### src/rtl/ps2_host_tx.sv
// Host-to-device PS/2 transmitter: inhibit, request-to-send, clock out
// 8 data bits + odd parity + stop on device clock falls, then check the ACK.
module ps2_host_tx #(
  parameter int CLK_FREQ_HZ = 100_000_000,
  parameter int INHIBIT_US  = 120,
  parameter int TIMEOUT_CYC = 2_000_000
) (
  input  logic       clk,
  input  logic       rst,
  input  logic       tx_valid,
  input  logic [7:0] tx_data,
  output logic       tx_ready,
  input  logic       ps2_clk_i,
  input  logic       ps2_data_i,
  output logic       ps2_clk_oe,
  output logic       ps2_data_oe,
  output logic       busy,
  output logic       tx_done,
  output logic       tx_err
);
  localparam int INH_CYC = INHIBIT_US * (CLK_FREQ_HZ / 1_000_000);
  localparam int INH_W   = $clog2(INH_CYC + 1);
  localparam int TO_W    = $clog2(TIMEOUT_CYC + 1);

  localparam logic [2:0] IDLE      = 3'd0;
  localparam logic [2:0] INHIBIT   = 3'd1;
  localparam logic [2:0] RTS       = 3'd2;
  localparam logic [2:0] SHIFT     = 3'd3;
  localparam logic [2:0] ACK       = 3'd4;
  localparam logic [2:0] WAIT_IDLE = 3'd5;

  logic [2:0]      state;
  logic [2:0]      clk_s, dat_s;
  logic [INH_W-1:0] inh_cnt;
  logic [TO_W-1:0]  to_cnt;
  logic [8:0]      sh;
  logic [3:0]      bidx;
  logic            ack_ok;
  logic            neg_edge;
  logic            clk_q, dat_q;

  // clk_s[0] is the first flop; data taken from the last stage of its chain
  assign neg_edge = clk_s[2] & ~clk_s[1];
  assign clk_q    = clk_s[1];
  assign dat_q    = dat_s[2];
  assign tx_ready = (state == IDLE);
  assign busy     = (state != IDLE);

  always_ff @(posedge clk) begin
    if (rst) begin
      state       <= IDLE;
      clk_s       <= 3'b111;
      dat_s       <= 3'b111;
      inh_cnt     <= '0;
      to_cnt      <= '0;
      sh          <= '0;
      bidx        <= '0;
      ack_ok      <= 1'b0;
      ps2_clk_oe  <= 1'b0;
      ps2_data_oe <= 1'b0;
      tx_done     <= 1'b0;
      tx_err      <= 1'b0;
    end else begin
      clk_s   <= {clk_s[1:0], ps2_clk_i};
      dat_s   <= {dat_s[1:0], ps2_data_i};
      tx_done <= 1'b0;
      tx_err  <= 1'b0;
      case (state)
        IDLE: begin
          inh_cnt <= '0;
          to_cnt  <= '0;
          if (tx_valid) begin
            sh         <= {~^tx_data, tx_data};
            ps2_clk_oe <= 1'b1;
            state      <= INHIBIT;
          end
        end
        INHIBIT: begin
          to_cnt <= '0;
          if (inh_cnt == INH_W'(INH_CYC - 1)) begin
            ps2_data_oe <= 1'b1;
            state       <= RTS;
          end else begin
            inh_cnt <= inh_cnt + INH_W'(1);
          end
        end
        RTS: begin
          ps2_clk_oe <= 1'b0;
          to_cnt     <= '0;
          bidx       <= '0;
          state      <= SHIFT;
        end
        SHIFT, ACK, WAIT_IDLE: begin
          if (!neg_edge && to_cnt == TO_W'(TIMEOUT_CYC - 1)) begin
            ps2_clk_oe  <= 1'b0;
            ps2_data_oe <= 1'b0;
            tx_err      <= 1'b1;
            state       <= IDLE;
          end else begin
            to_cnt <= neg_edge ? '0 : to_cnt + TO_W'(1);
            case (state)
              SHIFT: if (neg_edge) begin
                if (bidx == 4'd9) begin
                  ps2_data_oe <= 1'b0;   // stop bit: release to pull-up
                  state       <= ACK;
                end else begin
                  ps2_data_oe <= ~sh[0];
                  sh          <= {1'b0, sh[8:1]};
                  bidx        <= bidx + 4'd1;
                end
              end
              ACK: if (neg_edge) begin
                ack_ok <= ~dat_q;
                state  <= WAIT_IDLE;
              end
              WAIT_IDLE: if (clk_q && dat_q) begin
                tx_done <= ack_ok;
                tx_err  <= ~ack_ok;
                state   <= IDLE;
              end
              default: ;
            endcase
          end
        end
        default: begin
          ps2_clk_oe  <= 1'b0;
          ps2_data_oe <= 1'b0;
          state       <= IDLE;
        end
      endcase
    end
  end
endmodule

### config.mk
export PLATFORM = sky130hd
export DESIGN_NAME = ps2_host_tx
export DESIGN_NICKNAME = d
export VERILOG_FILES = /design/src/rtl/ps2_host_tx.sv
export SDC_FILE = /design/constraint.sdc
export NUM_CORES = 1
export LEC_CHECK = 0
export ABC_AREA = 1
export CORE_UTILIZATION = 60
export DETAILED_ROUTE_END_ITERATION = 7
export PLACE_DENSITY = 0.92
export SLEW_MARGIN = 20
export SYNTH_ARGS = -nofsm -noshare
export SYNTH_HDL_FRONTEND = slang
export SYNTH_SLANG_ARGS = --single-unit
export TNS_END_PERCENT = 100
### constraint.sdc
create_clock -name clk -period 1.9 [get_ports clk]
set_input_delay 0.285 -clock clk [delete_from_list [all_inputs] [get_ports clk]]
set_output_delay 0.285 -clock clk [all_outputs]
set_load 0.03 [all_outputs]
==> metrics.csv, run 1 <==
stage,metric,value,unit
cts,htree_num_levels,3,
synth,ys_ff_latch,62,
detailed_routing,drt-total-wl,8482,um
floorplan,fp.dieArea,6198,sq um
critical_path,reg2reg_slack,0.15,ns
sta,slew_viol_final,0,
critical_path,critPathMaxFanout,6,
detailed_routing,wl_per_cell,13.17,um
floorplan,die_y,78.73,um
power_and_ir_drop,peakVddDrop,1.015,mV
synth,yosys_warnings,0,
sta,max_slew_margin,0.6532,
global_route,grt_remaining_overflow,0,
sta,clock_skew,0.007569,ns
placed_design,hpwl,6000,um
critical_path,r2r_end,to_cnt[18],
synth,syn_avg_cell_area,6.614,sq um
synth,ys_seq_area_frac,0.3514,
cells_and_area,multi_input_area,1977,sq um
floorplan,core,5574,sq um
critical_path,endpoint,busy,
synth,synth.distinct_cells,36,
min_path,hp-class,reg -> reg,
global_route,antenna_found_initial,0,
critical_path,crit_path_start_kind,register,
sta,setup_viol,0,
cells_and_area,fill_cells,432,
sta,finalSetupTns,0,ns
power_and_ir_drop,cellPowerDensity,1183,nW/um^2
cells_and_area,n_antenna_cell,0,
cells_and_area,seq_area,1245,sq um
cells_and_area,num-nets-final,584,
global_route,track_usage,0.2844,
cts,cts_inserted_buffers,9,
floorplan,floorplan.initialDensity,0.6337,
detailed_routing,drtIter0Drc,214,
sta,finalCriticalPeriod,1.800,ns
floorplan,pin_count,19,
cts,clk_pin_slew,0.07,ns
synth,syn-num-nets,551,
sta,fmax,555.6,MHz
global_route,grt_pass1_wl,13970,um
critical_path,crit_start,state[1],
detailed_routing,vias_per_cell,5.578,
detailed_routing,ant_nets,0,
placed_design,placed_area,3796,sq um
floorplan,rows,27,
cts,cts_hold_buf,0,
synth,syn_inst,534,
cells_and_area,final_cell_area,4035,sq um
detailed_routing,num_vias,3592,
critical_path,end_kind,output pin,
cells_and_area,syn2layout_area_growth,14.24,%
sta,fin_crit_sh,0.9473,
power_and_ir_drop,power.leakage,0.001601,uW
sta,grt_setup_unrepaired,no,
critical_path,reg2regPathDepth,10,
cts,root_buffer,clkbuf_8,
cts,cts_tree,yes,
global_route,grt_max_degree,18,
sta,worstMarginPinSlew,0.5162,ns
sta,hold_violations,0,
cells_and_area,drive_gt1_frac,0.1259,
power_and_ir_drop,p_total,4774,uW
job,cap_violations,0,
placed_design,gp_congestion,0.9195,
critical_path,crit_type,reg -> out,
floorplan,dieWidth,78.73,um
critical_path,cp_data_required_time,1.62,ns
placed_design,numPortBuffers,18,
critical_path,r2r-start,to_cnt[0],
detailed_routing,drtPass1Iterations,5,
synth,synth_area,3532,sq um
cts,cts.sinks,62,
global_route,grt_pass1_vias,3368,
detailed_routing,drc_errors,0,
cts,clock_path_buffers,2,
cts,clk_latency,0.35,ns
critical_path,cp_data_arrival_time,1.51,ns
outcome,status,"complete, no violations",
[how the worst min path moves through the flow]
| stage | startpoint | end | slack, ns | depth (start not counted) |
|---|---|---|---|---|
| floorplan | ps2_clk_i | clk_s[0] | 0.39 | 1 |
| global placement | dat_s[1] | dat_s[2] | 0.39 | 1 |
| detailed placement | dat_s[1] | dat_s[2] | 0.40 | 1 |
| CTS | dat_s[1] | dat_s[2] | 0.42 | 1 |
| global route | dat_s[1] | dat_s[2] | 0.43 | 1 |
| finish | dat_s[1] | dat_s[2] | 0.42 | 1 |
[kinds of logic (layout without fill, tap and decap cells)]
logic type,count (synthesis),count (layout),share of synthesized area
and+or+nand+nor,323,323,0.4152
buffers and inverters,70,108,0.09493
AOI/OAI and AO/OA,63,63,0.09458
DFF,62,62,0.3514
xor gates and xnor gates,12,12,0.02976
adders and majority gates,4,4,0.01417
[cell usage after synthesis, drive strengths merged]
| cell | number | area share |
|---|---|---|
| nand2 | 164 | 0.19 |
| nor2 | 67 | 0.074 |
| dfxtp | 62 | 0.35 |
| inv | 55 | 0.059 |
| a21oi | 44 | 0.066 |
| nand3 | 37 | 0.059 |
| nand4 | 22 | 0.039 |
| nor3 | 20 | 0.032 |
| o21ai | 16 | 0.023 |
| buf | 10 | 0.028 |
| xnor2 | 7 | 0.017 |
| or2 | 6 | 0.011 |
| clkbuf | 5 | 0.0081 |
| xor2 | 5 | 0.012 |
| ha | 4 | 0.014 |
| nand3b | 3 | 0.0064 |
| o31ai | 2 | 0.0042 |
| and2 | 1 | 0.0021 |
| and3 | 1 | 0.0018 |
| nor3b | 1 | 0.0021 |
| nor4 | 1 | 0.0018 |
| o21bai | 1 | 0.0021 |
[state kept, by name, indices dropped and copies added (netlist names), 3 cells and up]
| register | flops |
|---|---|
| to_cnt | 21 |
| inh_cnt | 14 |
| sh | 9 |
| bidx | 4 |
| clk_s | 3 |
| dat_s | 3 |
| state | 3 |
[worst max-delay path, cell delays in order (launching register included)]
cell	delay, ns
dfxtp_1	0.47
inv_1	0.13
nand2_1	0.13
dlygate4sd2_1	0.44
[through the flow]
stage          utilization  hold slack [ns]  cells  worst slack (ns)
4_1_cts             0.7160           0.4173    641           0.03621
5_1_grt             0.7239           0.4321    644          0.001902
3_5_place_dp        0.6810           0.4002    625           0.07718
6_report            0.7239           0.4185    644            0.1002
3_3_place_gp        0.6810           0.3927    625            0.1750
2_1_floorplan            -           0.3888    534            0.2281
[placed cells by master (no fill, tap or decap), types with 2 or more instances in the layout]
cell               n
inv_2              4
clkinv_4           2
nand3b_1           3
clkdlybuf4s50_1   16
buf_4             19
or2_2              6
dfxtp_1           59
nor2_2             5
xnor2_1            7
nand2_1          154
nor2_1            62
o31ai_1            2
o21ai_1            2
nand2_2            5
clkinv_2           2
nand2_4            4
inv_1             50
ha_1               4
nand3_1           33
nand4_1           22
clkbuf_8           9
xor2_1             5
dfxtp_2            3
nand3_2            3
a21oi_1           43
nor3_1            19
o21ai_0           14
[where the power goes]
part           switching [uW]  leakage [uW]  internal [uW]
logic                    1330      0.000996            690
registers                 128      0.000505           1460
clock network             563     0.0000996            609
total                    2020       0.00160           2760
[area by class of cell]
cell class	count	area share
Clock inverter	7	0.01829
Tap cell	72	0.02233
Timing Repair Buffer	37	0.07845
Sequential cell	62	0.3085
Inverter	55	0.05178
Clock buffer	9	0.03070
Multi-Input combinational cell	402	0.4899
[metal layers]
metal,vias up,wire length (um),track usage
met5,-,0,0
met2,146,4201,0.5104
li1,1796,-,-
met3,24,560,0.04828
met1,1626,3540,0.3223
met4,0,180,0.1444
[timing repair]
action                                  in CTS  in global routing
pin swaps                                    0                  1
cloned                                       0                  0
resized for setup                            2                 10
endpoints found under the setup margin       2                 33
setup buffers                                0                  3
No activity file was read; power rests on OpenSTA's default activity.
==> run 2, diff against run 1 <==
--- a/config.mk
+++ b/config.mk
@@ -8,7 +8,8 @@
 export ABC_AREA = 1
 export CORE_UTILIZATION = 60
 export DETAILED_ROUTE_END_ITERATION = 7
-export PLACE_DENSITY = 0.92
+export GPL_ROUTABILITY_DRIVEN = 1
+export PLACE_DENSITY = 0.8
 export SLEW_MARGIN = 20
 export SYNTH_ARGS = -nofsm -noshare
 export SYNTH_HDL_FRONTEND = slang
==> metrics.csv, run 2 (synthesis gave the netlist of run 1 again) <==
stage,metric,value,unit,change
power_and_ir_drop,power_frac_seq,0.338,,was 0.332
placed_design,dp.cells,621,,was 625
global_route,grt_pass1_wl,14450,um,was 13970 um
detailed_routing,wl_met3,389,um,was 560 um
detailed_routing,top_layer,met4,,unchanged
min_path,hold_path_depth,1,,unchanged
cts,cts_tree,yes,,unchanged
sta,slew_viol_final,0,,unchanged
cells_and_area,drive_gt1_frac,0.1131,,was 0.1259
cells_and_area,instances_no_fill,638,,was 644
cts,clk_pin_slew,0.07,ns,about the same
min_path,hp-class,reg -> reg,,unchanged
cts,clock_path_buffers,2,,unchanged
sta,clock_skew,0.01014,ns,was 0.007569 ns
detailed_routing,drtIter0Drc,208,,was 214
cells_and_area,fill_cells,460,,was 432
detailed_routing,drtPass1Iterations,5,,unchanged
placed_design,numPortBuffers,18,,unchanged
sta,fin_crit_sh,0.9346,,was 0.9473
sta,grt_setup_unrepaired,no,,unchanged
detailed_routing,ant_nets,0,,unchanged
critical_path,cp_data_required_time,1.62,ns,about the same
detailed_routing,num_vias,3494,,was 3592
critical_path,end_kind,output pin,,unchanged
floorplan,fp.dieArea,6198,sq um,unchanged
cells_and_area,num-nets-final,578,,was 584
cells_and_area,most-common-layout-cells,"nand2_1, nor2_1, dfxtp_1, inv_1, a21oi_1",,unchanged
cells_and_area,n_antenna_cell,0,,unchanged
floorplan,pin_count,19,,unchanged
detailed_routing,drt-total-wl,8369,um,was 8482 um
sta,setup_viol,0,,unchanged
detailed_routing,vias_per_cell,5.476,,was 5.578
critical_path,crit_path_start_kind,register,,unchanged
power_and_ir_drop,p_switching,1947,uW,was 2017 uW
critical_path,crit_type,reg -> out,,unchanged
sta,finalCriticalPeriod,1.776,ns,was 1.800 ns
job,cap_violations,0,,unchanged
power_and_ir_drop,swShare,0.4127,,was 0.4224
outcome,status,"complete, no violations",,unchanged
sta,fmax,563.2,MHz,was 555.6 MHz
cells_and_area,regMostFlops,to_cnt,,unchanged
global_route,grt_pass1_vias,3298,,was 3368
cts,clk_latency,0.35,ns,about the same
floorplan,rows,27,,unchanged
global_route,track_usage,0.2950,,was 0.2844
critical_path,critPathMaxFanout,7,,was 6
critical_path,reg2reg_slack,0.13,ns,was 0.15 ns
global_route,antenna_found_initial,0,,unchanged
floorplan,floorplan.initialDensity,0.6337,,unchanged
power_and_ir_drop,power.leakage,0.001587,uW,was 0.001601 uW
cts,htree_num_levels,3,,unchanged
power_and_ir_drop,cellPowerDensity,1170,nW/um^2,was 1183 nW/um^2
power_and_ir_drop,clkPwrFrac,0.256,,was 0.246
power_and_ir_drop,combPwrFrac,0.406,,was 0.422
power_and_ir_drop,peakVddDrop,1.135,mV,was 1.015 mV
cells_and_area,syn2layout_area_growth,14.17,%,was 14.24%
placed_design,hpwl,5962,um,was 6000 um
placed_design,gp_congestion,0.9477,,was 0.9195
sta,max_slew_margin,0.7245,,was 0.6532
global_route,grt_max_degree,32,,was 18
cells_and_area,top_regs,"to_cnt: 21 flops, inh_cnt: 14 flops, sh: 9 flops",,unchanged
detailed_routing,met1Wirelength,3781,um,was 3540 um
power_and_ir_drop,internal_power,2770,uW,was 2757 uW
floorplan,dieWidth,78.73,um,unchanged
floorplan,core,5574,sq um,unchanged
critical_path,cp_data_arrival_time,1.49,ns,was 1.51 ns
cells_and_area,largest_register_ffs,21,,unchanged
cts,cts_inserted_buffers,9,,unchanged
sta,worstMarginPinSlew,0.4101,ns,was 0.5162 ns
detailed_routing,met2_length,4023,um,was 4201 um
global_route,grt_remaining_overflow,0,,unchanged
cells_and_area,mostFrequentLayoutCell,nand2_1,,unchanged
floorplan,die_y,78.73,um,unchanged
detailed_routing,drc_errors,0,,unchanged
detailed_routing,wl_per_cell,13.12,um,was 13.17 um
cts,cts.sinks,62,,unchanged
sta,hold_violations,0,,unchanged
critical_path,reg2regPathDepth,11,,was 10
sta,finalSetupTns,0,ns,unchanged
cts,root_buffer,clkbuf_8,,unchanged
run 2: cell types whose count changed in the layout (fill, tap and decap cells not counted), moves of 2 or more:
cell | previous run | this run
clkinv_4 | 2 | 0
buf_12 | 0 | 2
nor2_4 | 0 | 2
buf_4 | 19 | 11
clkbuf_8 | 9 | 11
nand2_2 | 5 | 3
clkbuf_1 | 0 | 2
nand2_1 | 154 | 156
run 2: worst paths after layout:
kind,end,startpoint
max,tx_ready,state[2]
max reg2reg,to_cnt[6],to_cnt[4]
min reg2reg,dat_s[2],dat_s[1]
min,dat_s[2],dat_s[1]
run 2: through the flow:
stage                     area [sq um]  hold WS (ns)    util  setup WS [ns]  power (uW)
after floorplan                   3532        0.3888       -         0.2281        3078
final                             4033        0.4184  0.7235         0.1243        4717
after global placement            3776        0.3915  0.6774        0.05996        3405
after CTS                         3996        0.4176  0.7169        0.05010        4689
after global routing              4033        0.4262  0.7235       0.008822        5020
after detailed placement          3776        0.4042  0.6774       -0.01973        3452
run 2: what timing repair did:
| action | 4_1_cts | 5_1_grt |
|---|---|---|
| pin swaps | 1 | 1 |
| cloned | 0 | 0 |
| setup buffers | 1 | 0 |
| hold buffers | 0 | 0 |
| endpoints found under the setup margin | 11 | 31 |
| resized for setup | 1 | 11 |
run 2: area by class of cell:
cell class	instances	area, sq um	share of cell area
clock buffer	13	158.9	0.03940
multi-input combinational	402	1983	0.4918
sequential	62	1246	0.3090
clock inverter	3	42.54	0.01055
tap	72	90.09	0.02234
timing repair buffer	31	302.8	0.07509
inverter	55	209.0	0.05181
run 2: worst max-delay path, cell delays in order (launching register included):
cell	delay [ns]
dfxtp_2	0.37
nor2_1	0.18
nand2_1	0.13
buf_4	0.18
inv_1	0.11
buf_4	0.18
run 2: power by group through the flow:
stage	sequential [uW]	clock, uW	combinational (uW)
floorplan	1600	0	1480
global placement	1600	0	1810
detailed placement	1610	0	1840
CTS	1580	1220	1890
global route	1610	1280	2130
finish	1590	1210	1910
run 2: routing by layer:
| layer | GRT usage | up-vias |
|---|---|---|
| met5 | 0 | - |
| met4 | 0.1481 | 0 |
| met3 | 0.04138 | 16 |
| met2 | 0.5035 | 103 |
| met1 | 0.3613 | 1595 |
| li1 | - | 1780 |
